===== src/rtl/snake_cell_render.sv =====
// rtl/snake_cell_render.sv - clears the frame after reset, then blanks the tail cell and paints the head cell one pixel per clock
module snake_cell_render #(
    parameter int         CELL     = 4,
    parameter int         SCREEN_W = 160,
    parameter int         SCREEN_H = 120,
    parameter logic [8:0] BG_COLOR = 9'b0
) (
    input  logic       CLOCK_50,
    input  logic       resetn,
    input  logic       start,
    input  logic [7:0] head_x,
    input  logic [6:0] head_y,
    input  logic [7:0] tail_x,
    input  logic [6:0] tail_y,
    input  logic       erase_tail,
    input  logic [8:0] color,
    output logic [7:0] VGA_X,
    output logic [6:0] VGA_Y,
    output logic [8:0] VGA_COLOR,
    output logic       plot,
    output logic       busy,
    output logic       done
);

    localparam int LW = $clog2(CELL);
    localparam int KW = 2 * LW;
    localparam logic [KW-1:0] K_LAST = '1;
    localparam logic [7:0]    X_LAST = 8'(SCREEN_W - 1);
    localparam logic [6:0]    Y_LAST = 7'(SCREEN_H - 1);
    localparam logic [7:0]    X_MASK = ~8'(CELL - 1);
    localparam logic [6:0]    Y_MASK = ~7'(CELL - 1);

    typedef enum logic [2:0] {
        S_CLEAR_INIT = 3'd0,
        S_CLEAR      = 3'd1,
        S_IDLE       = 3'd2,
        S_ERASE      = 3'd3,
        S_DRAW       = 3'd4,
        S_FIN        = 3'd5
    } state_t;

    state_t        state_q, state_d;
    logic [KW-1:0] k_q, k_d;
    logic [7:0]    cx_q, cx_d;
    logic [6:0]    cy_q, cy_d;
    logic [7:0]    hx_q, hx_d, tx_q, tx_d;
    logic [6:0]    hy_q, hy_d, ty_q, ty_d;
    logic          erase_q, erase_d;
    logic [8:0]    color_q, color_d;
    logic [7:0]    x_q, x_d;
    logic [6:0]    y_q, y_d;
    logic [8:0]    col_q, col_d;
    logic          plot_q, plot_d;
    logic          busy_q, busy_d;
    logic          done_q, done_d;

    logic [7:0]    pix_x;
    logic [6:0]    pix_y;

    // Cell origin is the aligned base; the offset counter walks dx fastest.
    always_comb begin
        if (state_q == S_ERASE) begin
            pix_x = (tx_q & X_MASK) + 8'(k_q[LW-1:0]);
            pix_y = (ty_q & Y_MASK) + 7'(k_q[KW-1:LW]);
        end else begin
            pix_x = (hx_q & X_MASK) + 8'(k_q[LW-1:0]);
            pix_y = (hy_q & Y_MASK) + 7'(k_q[KW-1:LW]);
        end
    end

    always_comb begin
        state_d = state_q;
        k_d     = k_q;
        cx_d    = cx_q;
        cy_d    = cy_q;
        hx_d    = hx_q;
        hy_d    = hy_q;
        tx_d    = tx_q;
        ty_d    = ty_q;
        erase_d = erase_q;
        color_d = color_q;
        x_d     = x_q;
        y_d     = y_q;
        col_d   = col_q;
        plot_d  = 1'b0;
        busy_d  = 1'b0;
        done_d  = 1'b0;
        case (state_q)
            S_CLEAR_INIT: begin
                state_d = S_CLEAR;
                cx_d    = '0;
                cy_d    = '0;
            end
            S_CLEAR: begin
                x_d    = cx_q;
                y_d    = cy_q;
                col_d  = BG_COLOR;
                plot_d = 1'b1;
                busy_d = 1'b1;
                if (cx_q == X_LAST) begin
                    cx_d = '0;
                    if (cy_q == Y_LAST) begin
                        state_d = S_IDLE;
                    end else begin
                        cy_d = cy_q + 7'd1;
                    end
                end else begin
                    cx_d = cx_q + 8'd1;
                end
            end
            S_IDLE: begin
                if (start) begin
                    hx_d    = head_x;
                    hy_d    = head_y;
                    tx_d    = tail_x;
                    ty_d    = tail_y;
                    erase_d = erase_tail;
                    color_d = color;
                    k_d     = '0;
                    state_d = erase_tail ? S_ERASE : S_DRAW;
                end
            end
            S_ERASE, S_DRAW: begin
                x_d    = pix_x;
                y_d    = pix_y;
                col_d  = (state_q == S_ERASE) ? BG_COLOR : color_q;
                // Off-screen pixels still take their cycle so latency stays fixed.
                plot_d = (pix_x <= X_LAST) && (pix_y <= Y_LAST);
                busy_d = 1'b1;
                k_d    = k_q + 1'b1;
                if (k_q == K_LAST) begin
                    state_d = (state_q == S_ERASE) ? S_DRAW : S_FIN;
                end
            end
            S_FIN: begin
                done_d  = 1'b1;
                state_d = S_IDLE;
            end
            default: state_d = S_CLEAR_INIT;
        endcase
    end

    always_ff @(posedge CLOCK_50) begin
        if (!resetn) begin
            state_q <= S_CLEAR_INIT;
            k_q     <= '0;
            cx_q    <= '0;
            cy_q    <= '0;
            hx_q    <= '0;
            hy_q    <= '0;
            tx_q    <= '0;
            ty_q    <= '0;
            erase_q <= 1'b0;
            color_q <= '0;
            x_q     <= '0;
            y_q     <= '0;
            col_q   <= '0;
            plot_q  <= 1'b0;
            busy_q  <= 1'b0;
            done_q  <= 1'b0;
        end else begin
            state_q <= state_d;
            k_q     <= k_d;
            cx_q    <= cx_d;
            cy_q    <= cy_d;
            hx_q    <= hx_d;
            hy_q    <= hy_d;
            tx_q    <= tx_d;
            ty_q    <= ty_d;
            erase_q <= erase_d;
            color_q <= color_d;
            x_q     <= x_d;
            y_q     <= y_d;
            col_q   <= col_d;
            plot_q  <= plot_d;
            busy_q  <= busy_d;
            done_q  <= done_d;
        end
    end

    assign VGA_X     = x_q;
    assign VGA_Y     = y_q;
    assign VGA_COLOR = col_q;
    assign plot      = plot_q;
    assign busy      = busy_q;
    assign done      = done_q;

endmodule


===== config.mk =====
export PLATFORM = sky130hd
export DESIGN_NAME = snake_cell_render
export DESIGN_NICKNAME = d
export VERILOG_FILES = /design/src/rtl/snake_cell_render.sv
export SDC_FILE = /design/constraint.sdc
export NUM_CORES = 1
export LEC_CHECK = 0
export ABC_AREA = 1
export CAP_MARGIN = 20
export CORE_MARGIN = 2
export CORE_UTILIZATION = 50
export DETAILED_ROUTE_END_ITERATION = 8
export HOLD_SLACK_MARGIN = 0.03
export MAX_ROUTING_LAYER = met4
export PLACE_DENSITY = 0.78
export SLEW_MARGIN = 40
export SYNTH_ARGS = -nofsm -noshare
export SYNTH_HDL_FRONTEND = slang
export SYNTH_SLANG_ARGS = --single-unit

===== constraint.sdc =====
create_clock -name CLOCK_50 -period 2.58 [get_ports CLOCK_50]
set_input_delay 0.387 -clock CLOCK_50 [delete_from_list [all_inputs] [get_ports CLOCK_50]]
set_output_delay 0.387 -clock CLOCK_50 [all_outputs]
set_load 0.05 [all_outputs]

==> results of run 1 <==
==> stage by stage <==
step	cells	hold slack, ps	utilization	worst slack, ps	power, µW
after floorplan	496	430	-	1200	2430
after global placement	638	443	0.613	754	2680
after detailed placement	638	446	0.613	675	2720
after CTS	654	460	0.640	644	3550
after global routing	654	481	0.640	475	3760
final	654	458	0.640	634	3540
==> state kept, by name, summed over array words and instances (netlist names), 5 cells and up <==
signal and cells:
VGA_Y 7, VGA_X 8, ty_q 5, tx_q 6
cx_q 8, color_q 9, hy_q 5, hx_q 6
cy_q 7, VGA_COLOR 9
==> worst max path at each step <==
stage / startpoint / end / slack (ps) / cells past startpoint
floorplan: cx_q[1] / state_q[2] / 1200 / 9
global placement: state_q[1] / cx_q[0] / 750 / 8
detailed placement: state_q[1] / cx_q[0] / 670 / 8
CTS: VGA_X[4] / VGA_X[4] / 640 / 1
global route: state_q[1] / cx_q[0] / 470 / 8
finish: VGA_X[4] / VGA_X[4] / 630 / 1
==> where the power goes <==
part / internal (µW) / total (µW) / switching, µW
clock: 359 / 839 / 480
sequential: 1370 / 1460 / 92.4
combinational: 374 / 1240 / 863
==> layout by cell type, fill, tap and decap left out, types with 3 or more instances in the layout <==
cell type	Yosys	layout
sky130_fd_sc_hd__a21oi_1	59	59
sky130_fd_sc_hd__o21ai_0	40	40
sky130_fd_sc_hd__nand2_1	153	153
sky130_fd_sc_hd__clkinv_4	0	3
sky130_fd_sc_hd__dfxtp_1	80	80
sky130_fd_sc_hd__nand3_1	18	18
sky130_fd_sc_hd__nor2_1	33	33
sky130_fd_sc_hd__inv_1	43	43
sky130_fd_sc_hd__buf_4	2	7
sky130_fd_sc_hd__ha_1	3	3
sky130_fd_sc_hd__nand3_2	3	3
sky130_fd_sc_hd__inv_2	4	4
sky130_fd_sc_hd__nand2_2	4	4
sky130_fd_sc_hd__nor3_1	4	4
sky130_fd_sc_hd__nand4_1	5	5
sky130_fd_sc_hd__nor2_2	3	3
sky130_fd_sc_hd__clkdlybuf4s50_1	0	61
sky130_fd_sc_hd__clkbuf_8	0	9
sky130_fd_sc_hd__o211ai_1	5	5
sky130_fd_sc_hd__a31oi_1	3	3
==> area by class of cell <==
cell class                 count  area share
clock buffer                   9      0.0285
clock inverter                 7      0.0130
inverter                      49      0.0423
multi-input combinational    345       0.368
sequential                    80       0.368
tap                           96      0.0276
timing repair buffer          68       0.153
==> cells by family (layout without fill, tap and decap cells) <==
group	after synthesis	after routing	share of synthesized area
DFF	80	80	0.455
buffers and inverters	71	133	0.0920
adders and majority gates	3	3	0.0107
xor gates and xnor gates	1	1	0.00249
and+or+nand+nor	227	227	0.271
AOI/OAI and AO/OA	114	114	0.170
==> metal layers <==
layer  share of wire  vias to the layer above  wire length [µm]
li1                -                     1715                 -
met1            0.46                     1524              3740
met2            0.48                       99              3900
met3           0.050                       17               410
met4           0.013                        0               108
met5               0                        -                 0
==> metrics.yaml, run 1 <==
maximum_number_of_pins_on_one_net_before_global_route_repair: 43
number_of_post_cts_setup_repair_buffers: 0
syn-num-nets: 542
netlist_top_cells_area: "sky130_fd_sc_hd__dfxtp_1 (45%), sky130_fd_sc_hd__nand2_1 (16%), sky130_fd_sc_hd__a21oi_1 (8.4%)"
htreeDepth: 3
busiest_grt_layer: "met2"
run_status: "finished clean"
whs_endpoint: "hx_q[6]"
max_slew.worst_pin.slew_ps: 551
post_drt_antenna_nets: 0
cts.clk_slew.worst_paths_ps: 90
detailedRoute.firstPassIterationCount: 5
timing.rr.start: "state_q[1]"
post-route-cell-area_um2: 4350
hp-start: "hx_q[6]"
ff2ff_path_depth: 8
synth.largest_area_cell: "sky130_fd_sc_hd__dfxtp_1"
detailed_place_hpwl_um: 5800
worst_path_dominant_cell_family: "buffers and inverters"
timing.critical_path.to_type: "primary output"
worstReg2RegEnd: "cx_q[0]"
final.min_clock_period_ps: 1950
std_cell_rows: 30
antenna_found_initial: 0
worst-endpoint-arrival_ps: 1560
postCtsHoldBufs: 0
wl_per_cell_um: 12.5
slowest_delay_ps: 830
hold-path-cell-count: 2
met3_usage: 0.0471
crit_path_top_delay_cell: "sky130_fd_sc_hd__clkdlybuf4s50_1"
most_common_cell_in_the_netlist: "sky130_fd_sc_hd__nand2_1"
tritoncts: "yes"
fin_tns_setup_ps: 0
yosysWarnings: 0
ff2ff_setup_slack_ps: 640
final.fill_count: 640
min-delay-path-class: "register to register"
cp-start-kind: "register"
dpl-instance-area_um2: 4170
synth_edf_count: 0
vias_per_cell: 5.13
first_iter_violations: 187
yosys-top-cells-count: "sky130_fd_sc_hd__nand2_1 (153), sky130_fd_sc_hd__dfxtp_1 (80), sky130_fd_sc_hd__a21oi_1 (59), sky130_fd_sc_hd__inv_1 (43), sky130_fd_sc_hd__o21ai_0 (40)"
register_area_share_after_synthesis: 0.455
clk_latency_ps: 350
final_layout_size_suffix_gt1_frac: 0.0735
grt_overflow_total: 0
final-seq-area_um2: 1600
post_synth.cell_area_avg_um2: 7.10
clock-sinks: 80
vias: 3355
syn-instance-count: 496
cp_cell_sequence: "clkdlybuf4s50_1"
hold_violations: 0
grtUsageMet1: 0.275
setup.worst_path.class: "register to primary output"
final.setup_skew_ps: 9.33
synthFlopType: "sky130_fd_sc_hd__dfxtp_1"
timing.final.crit_share: 0.754
finalMaxSlewViolations: 0
synth_area_um2: 3520
coreArea_um2: 6790
vias_in_the_first_global_route: 3243
p_leak_uw: 0.00168
multiInputGateArea_um2: 1600
grt_setup_unrepaired: "false"
grt_usage: 0.232
die_area_um2: 7730
synth_seq_cells: 80
max-slew-margin-rel: 0.632
clockRootBuffer: "sky130_fd_sc_hd__clkbuf_8"
worstPathBufferInverterCount: 1
worst_ep_required_time_ps: 2190
powerDensity_nw_per_um2: 814
synth_largest_type_area_fraction: 0.455
synthToLayoutAreaGrowth_pct: 23.4
final-setup-viol-count: 0
globalRouteMet2Util: 0.393
global_route_wire_length_before_repair_um: 13800
place.gp.congestion: 0.994
cts_resized: 0
timing.fmax_mhz: 514
ir_worst_vdd_mv: 0.416
critical_path_peak_fanout: 2
numCtsBuffers: 9
routed_wl_um: 8160
fin_nets: 599
synth_cell_types: 32
timing.max_cap.violations: 0
port-buffer-count: 61
die_height_um: 87.9
floorplan.initialDensity: 0.519
num_io_pins: 70
clock_tree.buffer_depth: 2
synth_async_sr_flop_share: 0
die_x_um: 87.9
antenna_cells: 0
drc: 0
No activity file was read; power rests on OpenSTA's default activity.
==> run 2: changes to the inputs <==
--- a/config.mk
+++ b/config.mk
@@ -8,11 +8,11 @@
 export ABC_AREA = 1
 export CAP_MARGIN = 20
 export CORE_MARGIN = 2
-export CORE_UTILIZATION = 50
+export CORE_UTILIZATION = 46
 export DETAILED_ROUTE_END_ITERATION = 8
 export HOLD_SLACK_MARGIN = 0.03
 export MAX_ROUTING_LAYER = met4
-export PLACE_DENSITY = 0.78
+export PLACE_DENSITY = 0.75
 export SLEW_MARGIN = 40
 export SYNTH_ARGS = -nofsm -noshare
 export SYNTH_HDL_FRONTEND = slang
==> constraint.sdc (replaced) <==
create_clock -name CLOCK_50 -period 1.6 [get_ports CLOCK_50]
set_input_delay 0.24 -clock CLOCK_50 [delete_from_list [all_inputs] [get_ports CLOCK_50]]
set_output_delay 0.24 -clock CLOCK_50 [all_outputs]
set_load 0.05 [all_outputs]
==> run 2 against run 1 <==
Compared with the run above:
- clock-buffer cell count up 3
- flip-flop and latch count did not move
- combinational power increased by 100%
- non-clock buffer count increased by 23
- worst setup slack worse by 560 ps
- critical path depth is 8 higher
- power up 86%
- die area grew 8.3%
- via count grew 2.7%
- sequential power grew 62%
- critical path type is now register to register
==> metrics.yaml, run 2 (synthesized netlist as in run 1, its figures left out) <==
worstPathBufferInverterCount: 2
run_status: "finished clean"
cp_cell_sequence: "inv_2 > nand2_2 > nor2_4 > buf_4 > nand2_1 > nand2_4 > nand2_2 > o21ai_0 > nor2_1"
vias: 3447
finalHoldWorstSlack_ps: 431
clockRootBuffer: "sky130_fd_sc_hd__clkbuf_8"
wl_per_cell_um: 13.1
clk_latency_ps: 360
max-slew-margin-rel: 0.782
synthToLayoutAreaGrowth_pct: 30.2
most_common_library_cell_in_the_layout_ignoring_fill_and_taps: "sky130_fd_sc_hd__nand2_1"
setup.worst_path.class: "register to register"
powerDensity_nw_per_um2: 1430
clock_tree.buffer_depth: 2
critical_path_peak_fanout: 5
grt_overflow_total: 0
timing.final.crit_share: 0.952
final.min_clock_period_ps: 1520
clock-sinks: 80
maximum_number_of_pins_on_one_net_before_global_route_repair: 38
fin_util: 0.626
cp-start-kind: "register"
detailedRoute.firstPassIterationCount: 5
crit_path_top_delay_cell: "sky130_fd_sc_hd__dfxtp_1"
vias_in_the_first_global_route: 3185
hold_violations: 0
timing.max_cap.violations: 0
worst_path_dominant_cell_family: "simple AND/OR/NAND/NOR gates"
post_drt_antenna_nets: 0
final-setup-viol-count: 0
antenna_found_initial: 0
layout.cells.most_common_list: "sky130_fd_sc_hd__nand2_1 (151), sky130_fd_sc_hd__dfxtp_1 (75), sky130_fd_sc_hd__a21oi_1 (59)"
num_io_pins: 70
floorplan.initialDensity: 0.481
fin_nets: 623
place.gp.congestion: 0.890
min-delay-path-class: "primary input to register"
detailed_place_hpwl_um: 6260
numCtsBuffers: 9
postCtsHoldBufs: 0
final.setup_skew_ps: 8.38
die_area_um2: 8380
max_slew.worst_pin.slew_ps: 323
drc: 0
vias_per_cell: 5.06
timing.critical_path.to_type: "register"
tritoncts: "yes"
routed_wl_um: 8930
worst-endpoint-arrival_ps: 1770
port-buffer-count: 61
first_iter_violations: 209
antenna_cells: 0
htreeDepth: 3
global_route_wire_length_before_repair_um: 14800
final_layout_size_suffix_gt1_frac: 0.170
die_x_um: 91.5
timing.fmax_mhz: 656
cts.clk_slew.worst_paths_ps: 90
p_leak_uw: 0.00189
die_height_um: 91.5
coreArea_um2: 7330
ir_worst_vdd_mv: 0.635
slowest_delay_ps: 350
grt_usage: 0.223
finalMaxSlewViolations: 0
worst_path_most_repeated_cell: "sky130_fd_sc_hd__nand2_2"
worst_ep_required_time_ps: 1850
std_cell_rows: 31
-- run 2: per-stage QoR --
step	setup TNS (ps)	power [µW]	cell area (µm²)	cells	setup WS [ps]
after floorplan	0	3920	3520	496	220
after global placement	0	4630	4260	657	48.0
after detailed placement	0	4690	4260	657	25.0
after CTS	0	6400	4490	673	5.72
after global routing	-41.1	6930	4590	681	-24.9
final	0	6570	4590	681	76.6
-- run 2: final cells by class --
class,instances,area (µm²)
clock buffers,12,155
clock inverters,4,76.3
fillers,641,2740
inverters,49,184
multi-input cells,346,1630
flip-flops and latches,80,1610
well taps,99,124
repair buffers,91,810
-- run 2: power by group --
group | internal, µW | total, µW | switching (µW)
Clock | 968 | 1740 | 768
Combinational | 947 | 2480 | 1530
Sequential | 2220 | 2360 | 141
Total | 4130 | 6570 | 2440
-- run 2: tightest hold or removal path, cell delays in order --
cell and delay [ps]:
sky130_fd_sc_hd__clkdlybuf4s50_1 390, sky130_fd_sc_hd__nand2_1 60, sky130_fd_sc_hd__a21oi_1 50
-- run 2: worst paths after layout --
| path | start | to | slack (ps) | cells past startpoint |
|---|---|---|---|---|
| worst max-delay path | state_q[1] | cy_q[0] | 80 | 9 |
| worst min-delay path | color[0] | color_q[0] | 430 | 3 |
| worst max register to register | state_q[1] | cy_q[0] | 80 | 9 |
| worst min register to register | ty_q[5] | ty_q[5] | 450 | 2 |
-- run 2: what timing repair did --
item | in CTS | in global routing
hold endpoints to repair | 0 | 0
gates resized for setup | 0 | 13
setup buffers | 0 | 7
setup endpoints to repair | 0 | 26
-- run 2: layer usage --
metal,track usage,wire length [µm]
met5,-,0
met4,0.0859,170
met3,0.0324,415
met2,0.352,4230
met1,0.290,4110
